--- src/rtl/load_store_unit.sv ---
// Load/store unit: accepts one memory request at a time, range-checks the address,
// issues a single-cycle data-memory access and returns a one-cycle response with
// locally sign/zero-extended load data.
// Optional: define LSU_ALIGN_CHECK_EN to also fault misaligned word/half accesses.
module load_store_unit #(
  parameter logic [31:0] DATA_BASE  = 32'h1001_0000,
  parameter int unsigned DATA_WORDS = 800
) (
  input  logic        clk,
  input  logic        rst,
  input  logic        req_valid,
  output logic        req_ready,
  input  logic [2:0]  req_op,
  input  logic [31:0] req_addr,
  input  logic [31:0] req_wdata,
  output logic        mem_rena,
  output logic        mem_wena,
  output logic [31:0] mem_addr,
  output logic [31:0] mem_wdata,
  output logic [5:0]  mem_choice,
  input  logic [31:0] mem_rdata,
  output logic        resp_valid,
  output logic [31:0] resp_rdata,
  output logic        resp_err
);

  localparam logic [2:0] OpLw  = 3'b000;
  localparam logic [2:0] OpLb  = 3'b001;
  localparam logic [2:0] OpLbu = 3'b010;
  localparam logic [2:0] OpLh  = 3'b011;
  localparam logic [2:0] OpLhu = 3'b100;
  localparam logic [2:0] OpSw  = 3'b101;
  localparam logic [2:0] OpSb  = 3'b110;
  localparam logic [2:0] OpSh  = 3'b111;

  typedef enum logic [1:0] {StIdle, StIssue, StResp} state_e;

  state_e      state_q, state_d;
  logic [2:0]  op_q;
  logic        fault_q;
  logic [31:0] addr_q;
  logic [31:0] wdata_q;
  logic [31:0] rdata_q;

  logic        accept;
  logic        fault;
  logic        range_fault;
  logic        align_fault;
  logic [31:0] offset;
  logic        is_load;
  logic [31:0] load_ext;

  assign accept = req_valid && (state_q == StIdle);

  // Address fault detection on the incoming request
  always_comb begin
    offset      = req_addr - DATA_BASE;
    range_fault = (req_addr < DATA_BASE) || (offset >= DATA_WORDS);
    align_fault = 1'b0;
`ifdef LSU_ALIGN_CHECK_EN
    unique case (req_op)
      OpLw, OpSw:        align_fault = (req_addr[1:0] != 2'b00);
      OpLh, OpLhu, OpSh: align_fault = req_addr[0];
      default:           align_fault = 1'b0;
    endcase
`endif
    fault = range_fault || align_fault;
  end

  // Extend raw memory word according to the held load type
  always_comb begin
    is_load  = (op_q <= OpLhu);
    load_ext = mem_rdata;
    unique case (op_q)
      OpLb:    load_ext = {{24{mem_rdata[7]}}, mem_rdata[7:0]};
      OpLbu:   load_ext = {24'h0, mem_rdata[7:0]};
      OpLh:    load_ext = {{16{mem_rdata[15]}}, mem_rdata[15:0]};
      OpLhu:   load_ext = {16'h0, mem_rdata[15:0]};
      default: load_ext = mem_rdata;
    endcase
  end

  // Next-state logic
  always_comb begin
    state_d = state_q;
    unique case (state_q)
      StIdle:  if (accept) state_d = fault ? StResp : StIssue;
      StIssue: state_d = StResp;
      StResp:  state_d = StIdle;
      default: state_d = StIdle;
    endcase
  end

  // Memory strobes and response outputs decoded from state and held op
  always_comb begin
    req_ready  = (state_q == StIdle);
    mem_rena   = 1'b0;
    mem_wena   = 1'b0;
    mem_choice = 6'b000000;
    if (state_q == StIssue) begin
      unique case (op_q)
        OpLw:    mem_rena = 1'b1;
        OpLb:    begin mem_rena = 1'b1; mem_choice = 6'b100000; end
        OpLbu:   begin mem_rena = 1'b1; mem_choice = 6'b010000; end
        OpLh:    begin mem_rena = 1'b1; mem_choice = 6'b001000; end
        OpLhu:   begin mem_rena = 1'b1; mem_choice = 6'b000100; end
        OpSw:    mem_wena = 1'b1;
        OpSb:    mem_choice = 6'b000010;
        OpSh:    mem_choice = 6'b000001;
        default: mem_choice = 6'b000000;
      endcase
    end
    resp_valid = (state_q == StResp);
    resp_err   = (state_q == StResp) && fault_q;
    resp_rdata = (state_q == StResp) ? rdata_q : 32'h0;
    mem_addr   = addr_q;
    mem_wdata  = wdata_q;
  end

  // State register and request holding registers
  always_ff @(posedge clk or posedge rst) begin
    if (rst) begin
      state_q <= StIdle;
      op_q    <= OpLw;
      fault_q <= 1'b0;
      addr_q  <= 32'h0;
      wdata_q <= 32'h0;
      rdata_q <= 32'h0;
    end else begin
      state_q <= state_d;
      if (accept) begin
        op_q    <= req_op;
        fault_q <= fault;
        rdata_q <= 32'h0;
        // Faulted requests never reach memory, so the memory bus keeps its last value
        if (!fault) begin
          addr_q  <= req_addr;
          wdata_q <= req_wdata;
        end
      end else if (state_q == StIssue) begin
        rdata_q <= is_load ? load_ext : 32'h0;
      end
    end
  end

endmodule
--- config.mk ---
export PLATFORM = sky130hd
export DESIGN_NAME = load_store_unit
export DESIGN_NICKNAME = d
export VERILOG_FILES = /design/src/rtl/load_store_unit.sv
export SDC_FILE = /design/constraint.sdc
export NUM_CORES = 1
export LEC_CHECK = 0
export ABC_AREA = 1
export CORE_MARGIN = 4
export CORE_UTILIZATION = 45
export DETAILED_ROUTE_END_ITERATION = 6
export PLACE_DENSITY = 0.86
export SYNTH_ARGS = -nofsm -noshare
export SYNTH_HDL_FRONTEND = slang
export SYNTH_SLANG_ARGS = --single-unit
--- constraint.sdc ---
create_clock -name clk -period 10.5 [get_ports clk]
set_clock_uncertainty 0.15 [all_clocks]
set_input_delay 2.1 -clock clk [delete_from_list [all_inputs] [get_ports clk]]
set_output_delay 2.1 -clock clk [all_outputs]
set_load 0.01 [all_outputs]
# == Yosys cells after proc, flatten, opt, wreduce, memory -nomap -nowiden ==
# Cells that the tools add are included.
# word_totals
register_bits,102
inputBits,102
output_inout_bits,107
# op_classes
addsub,1
muxes,14
n_reduce_logical,8
bitwise,1
eq_ne,10
magnitude_cmp,3
# op_table
cell,count
2-to-1 mux 32 bit,4
one-hot mux 32 bit (4 select lines),1
one-hot mux 6 bit (6 select lines),1
greater-or-equal comparator 32 x 10 -> 1 bit (second input constant),1
less-than comparator 32 x 29 -> 1 bit (second input constant),1
subtractor 32 x 29 -> 32 bit (second input constant),1
equality test 3 bit (second input constant),4
equality test 3 x 2 -> 1 bit (second input constant),2
2-to-1 mux 6 bit,1
OR reduction 5 bit,1
2-to-1 mux 1 bit,4
2-to-1 mux 2 bit,2
one-hot mux 2 bit (2 select lines),1
equality test 3 x 1 -> 1 bit (second input constant),1
less-or-equal comparator 3 bit (second input constant),1
logical NOT 3 bit,1
equality test 2 x 1 -> 1 bit (second input constant),1
equality test 2 bit (second input constant),1
logical AND 1 bit,2
logical NOT 2 bit,1
inequality test 2 x 1 -> 1 bit (second input constant),1
AND reduction 2 bit,1
nonzero test 2 bit,1
logical OR 1 bit,1
inverter 1 bit,1

# == Depth between registers and ports, before layout ==
# logic_depth
ltp_word,6
mapped_depth,10
depth_no_buf,8

# == Worst setup path before layout ==
# No wires, ideal clock.
# synth_path
path_kind,register to output
start,reg state_q[0]
end,out resp_rdata[10]
t_arrival_ps,1105
path_buffers,1
stages_incl_launch_ff,5
required_ps,8250
slack_ps,7145
path_cell_list,dfrtp_1 nor2_1 inv_1 buf_1 nor2_1
# synth_via
elab_chain_cells,2
# synth_lines
item,line,source
"start, declared",38,"state_e state_q, state_d;"
"start signal, assigned",123,state_q <= StIdle;
"start signal, assigned",130,state_q <= state_d;
equality test 2 bit,-,
named net resp_valid,22,"output logic resp_valid,"
2-to-1 mux 32 bit,115,resp_rdata = (state_q == StResp) ? rdata_q : 32'h0;
"end, declared",23,"output logic [31:0] resp_rdata,"
# The timed path passes the listed nets, and every way through them passes these cells.

# == Worst setup path after layout ==
# layout_path
start,in req_addr[18]
end,"reg wdata_q[4], in the netlist mem_wdata[4]"
# layout_via
elab_chain_cells,5
word_cells_on_any_way,6
# layout_lines
item,line,source
"start, declared",14,"input logic [31:0] req_addr,"
subtractor 32 x 29 -> 32 bit,57,offset = req_addr - DATA_BASE;
greater-or-equal comparator 32 x 10 -> 1 bit,58,range_fault = (req_addr < DATA_BASE) || (offset >= DATA_WORDS);
logical OR 1 bit (*),58,
inverter 1 bit (no source line) (*),-,
AND reduction 2 bit (no source line) (*),-,
"end signal, assigned",138,wdata_q <= req_wdata;
"end, declared",42,logic [31:0] wdata_q;
# Mark *: on every way between the ends. The rest lies on a longest branch, timed or not.
# A chain may end at the register's enable or synchronous reset.

==> out/results.txt <==
After clock tree synthesis, the clock-pin slew on the worst setup and hold paths is 90 ps. The synthesized design contains 102 register bits. At the worst endpoint, the arrival time is 5020 ps. The total DRC errors in the routed layout is 0. The flow ran to the end, and the final reports show no timing, DRC or antenna violations. The min-delay analysis places its worst path in the category reg2reg. Fraction of synthesized area in multiplexers: 0.

For the worst-skew pair, the clock arrives at the later sink with an insertion delay of 340 ps. The post-synthesis net count came out at 655. Using the TritonRoute via totals, the vias-per-cell ratio works out to 4.88. For this block, the via count after detailed routing is 4316.

The fraction of synthesized cell area in xor and xnor cells was 0. The buffer type at the clock tree root is sky130_fd_sc_hd__clkbuf_8. The congestion estimate from routability-driven global placement came to 0.813. The run gives 9 as the number of CTS-inserted buffers. The met3 track demand over resource is 0.0746. CTS saw 102 sinks. The maximum vdd drop is 0.0894 mV.

The max-capacitance violation count is 0, and the initial DRC count is 256. STA classifies the critical path endpoint as a flip-flop. For the met1 usage, the log shows 0.268.

0 antenna diodes ended up in the layout. After clock tree synthesis, the flow added hold-fix buffers numbering 0. Once detail routing completed, the nets flagged for antenna violations numbered 0.

TritonCTS built the clock tree. Boundary pin count: 209. met2 is the most crowded layer. The simple-gate share of the synthesized area works out to 0.309. The run gives 0 as the number of antenna violations at the first check in global routing.

The count of buffers added on input and output ports is 208. The residual overflow from global routing was 0. Synthesis handed over a netlist of 553 instances.

CTS built an H-tree with a depth of 3. The final layout contains routed wiring with a total length of 13100 microns. The floorplan step set the die height to 109 microns.

The tools report the sum of net half-perimeters after detailed placement as 9790 microns. The clock passes through at most 2 buffers. Standard-cell row count: 36. Setup total negative slack on the finished layout was measured at 0 ps.

The sequential-to-total area share from yosys stat was 0.560; the number of distinct library cell variants in the gate-level netlist after synthesis was 25. The first-pass GRT wire length is 21000 microns. The worst setup path is launched from a primary input.

The part of the cycle the worst path needs is 0.471, and the post-synthesis area per instance is 8.25 sq um. Count of TritonRoute iterations in the first routing pass: 4. The Yosys step of the flow raised 0 warnings. Total count of max-transition violations in the final report: 0.

Data on the critical path is required at its endpoint by 10580 ps. Entering global routing, the biggest net connects 67 pins. Counting tap cells, the placed design contains a total of 867 instances. Floorplan die area: 0.0118 sq mm. Setup repair after global routing left no endpoint under its margin.

The total area inside the core boundary comes to 0.00982 sq mm. The gate family responsible for the most delay along the worst path is simple AND/OR/NAND/NOR gates. The width of the die was 109 microns.

The finished layout holds 884 standard cells, fillers aside. By startpoint and endpoint, the worst setup path is classified as in2reg. Setup violations remaining at the end of the flow were counted as 0. Counting both buffers and inverters, the worst setup path holds a total of 3. In this design, the stage delay of the slowest critical-path cell is 830 ps.

The commonest non-fill, non-tap cell in the layout is sky130_fd_sc_hd__clkdlybuf4s50_1. Along the worst path, the maximum fanout reaches 44. The critical path goes through clkdlybuf4s50_1 -> nor2_2 -> inv_1 -> nor2_1 -> nand2_1 -> nor2_4 -> nand3_2 -> buf_16 -> nand2_1 -> nand2_1. The final hold violation count was 0; the timing-limited maximum frequency was 0.202 GHz.

After layout, the minimum clock period comes to 4940 ps. In the final routed layout, each cell accounts on average for 14.9 microns. The via count of the first global-routing pass is 4307. Number of instances resized during post-cts repair: 0. In this design, the critical path's most frequently occurring cell is sky130_fd_sc_hd__nand2_1. The total global-route track usage was 0.225; the compound-gate portion of the synthesized area was 0.0321. For this design the static power due to leakage is 3.31 nW. The area overhead of the layout relative to synthesis was 51.5%. For the number of nets in the final layout, the log shows 848.

The layout cell share with drive strength beyond 1 came out at 0.0732. The slowest stage of the critical path belongs to the cell sky130_fd_sc_hd__nand3_2. The synthesized netlist occupies a cell area of 0.00456 sq mm. The met2 routing resource usage after global routing came out at 0.380. The library cells used most frequently in the layout, excluding fill and tap cells, are sky130_fd_sc_hd__clkdlybuf4s50_1 (208), sky130_fd_sc_hd__nand2_1 (174), sky130_fd_sc_hd__dfrtp_1 (102), sky130_fd_sc_hd__inv_1 (51), sky130_fd_sc_hd__nor2_1 (50). The share of synthesized cell area in full adder, half adder and majority cells is 0, and the actual transition at the worst max-transition pin is 960 ps. The headroom to the max-slew limit is 0.358. The number of setup buffers added after CTS is 0. The initial standard-cell utilization of the core came out at 0.465. By area, the combinational part of the netlist is dominated by simple AND/OR/NAND/NOR gates.

Power spread over the standard cell area amounts to 108 mW/mm^2.
-- per-stage QoR --
| stage | utilization | power (W) | instance area (sq um) | worst slack (ps) | hold WS, ps |
|---|---|---|---|---|---|
| 6_report | 0.704 | 0.000743 | 6910 | 5560 | 323 |
| 5_1_grt | 0.704 | 0.000778 | 6910 | 5320 | 354 |
| 3_3_place_gp | 0.680 | 0.000497 | 6680 | 5100 | 303 |
| 2_1_floorplan | - | 0.000447 | 4560 | 5570 | 299 |
| 3_5_place_dp | 0.680 | 0.000499 | 6680 | 4960 | 306 |
| 4_1_cts | 0.701 | 0.000752 | 6890 | 5340 | 331 |
-- report_power, final --
group          internal (W)  leakage [nW]  switching [W]
clock              0.000120         0.105       0.000133
sequential         0.000394          1.40     0.00000232
combinational     0.0000464          1.81      0.0000477
-- cells in the mapped netlist --
cell | n | area [sq um]
sky130_fd_sc_hd__a21oi_1 | 8 | 40.0
sky130_fd_sc_hd__and2_0 | 1 | 6.26
sky130_fd_sc_hd__buf_1 | 4 | 15.0
sky130_fd_sc_hd__buf_2 | 13 | 65.1
sky130_fd_sc_hd__buf_4 | 1 | 7.51
sky130_fd_sc_hd__buf_6 | 4 | 45.0
sky130_fd_sc_hd__clkbuf_1 | 7 | 26.3
sky130_fd_sc_hd__dfrtp_1 | 102 | 2550
sky130_fd_sc_hd__inv_1 | 52 | 195
sky130_fd_sc_hd__inv_2 | 27 | 101
sky130_fd_sc_hd__nand2_1 | 174 | 653
sky130_fd_sc_hd__nand2_2 | 2 | 12.5
sky130_fd_sc_hd__nand3_1 | 19 | 95.1
sky130_fd_sc_hd__nand3_2 | 1 | 10.0
sky130_fd_sc_hd__nand3b_1 | 1 | 7.51
sky130_fd_sc_hd__nand3b_2 | 1 | 11.3
sky130_fd_sc_hd__nand4_1 | 43 | 269
sky130_fd_sc_hd__nor2_1 | 50 | 188
sky130_fd_sc_hd__nor2_2 | 2 | 12.5
sky130_fd_sc_hd__nor2_4 | 2 | 22.5
sky130_fd_sc_hd__nor3_1 | 4 | 20.0
sky130_fd_sc_hd__o21ai_0 | 7 | 35.0
sky130_fd_sc_hd__o21ai_1 | 3 | 15.0
sky130_fd_sc_hd__o22ai_1 | 9 | 56.3
sky130_fd_sc_hd__or2_1 | 16 | 100
-- worst paths after layout --
check                                               start                         to  slack [ps]  cells past startpoint
worst max-delay path                         req_addr[18]   mem_wdata[4]$_DFFE_PP0P_        5560                     10
worst min-delay path            mem_wdata[12]$_DFFE_PP0P_  mem_wdata[12]$_DFFE_PP0P_         320                      2
worst max register to register     state_q[0]$_DFFE_PP0P_   mem_wdata[4]$_DFFE_PP0P_        7560                      7
worst min register to register  mem_wdata[12]$_DFFE_PP0P_  mem_wdata[12]$_DFFE_PP0P_         320                      2
max in group asynchronous                             rst   mem_addr[31]$_DFFE_PP0P_        7040                      3
min in group asynchronous                             rst   mem_wdata[7]$_DFFE_PP0P_        2000                      2
-- area by class of cell --
class / instances / area (sq um)
fill: 758 / 2910
sequential: 102 / 2550
tap: 133 / 166
timing repair buffer: 211 / 2120
clock buffer: 11 / 141
clock inverter: 5 / 65.1
inverter: 79 / 299
multi-input combinational: 343 / 1560
-- worst min-delay path, delay by kind of cell (launching register included) --
kind / cells / cell delay, ps
simple gates: 2 / 90
flops: 1 / 350
-- sequential cells by signal (all words and copies together) (netlist names) --
register   cells
fault_q        1
op_q           3
mem_addr      32
state_q        2
mem_wdata     32
rdata_q       32
-- per-layer routing --
metal  routed length [microns]  share of wire
met4                       324          0.025
met3                      1350           0.10
met1                      5120           0.39
met5                         0              0
met2                      6340           0.48
-- logic make-up (layout without fill, tap and decap cells) --
family,Yosys count,count (layout)
buffers and inverters,108,306
AND/OR/NAND/NOR,316,316
flip-flops,102,102
AO/OA/AOI/OAI,27,27
No activity file was read; power rests on OpenSTA's default activity.
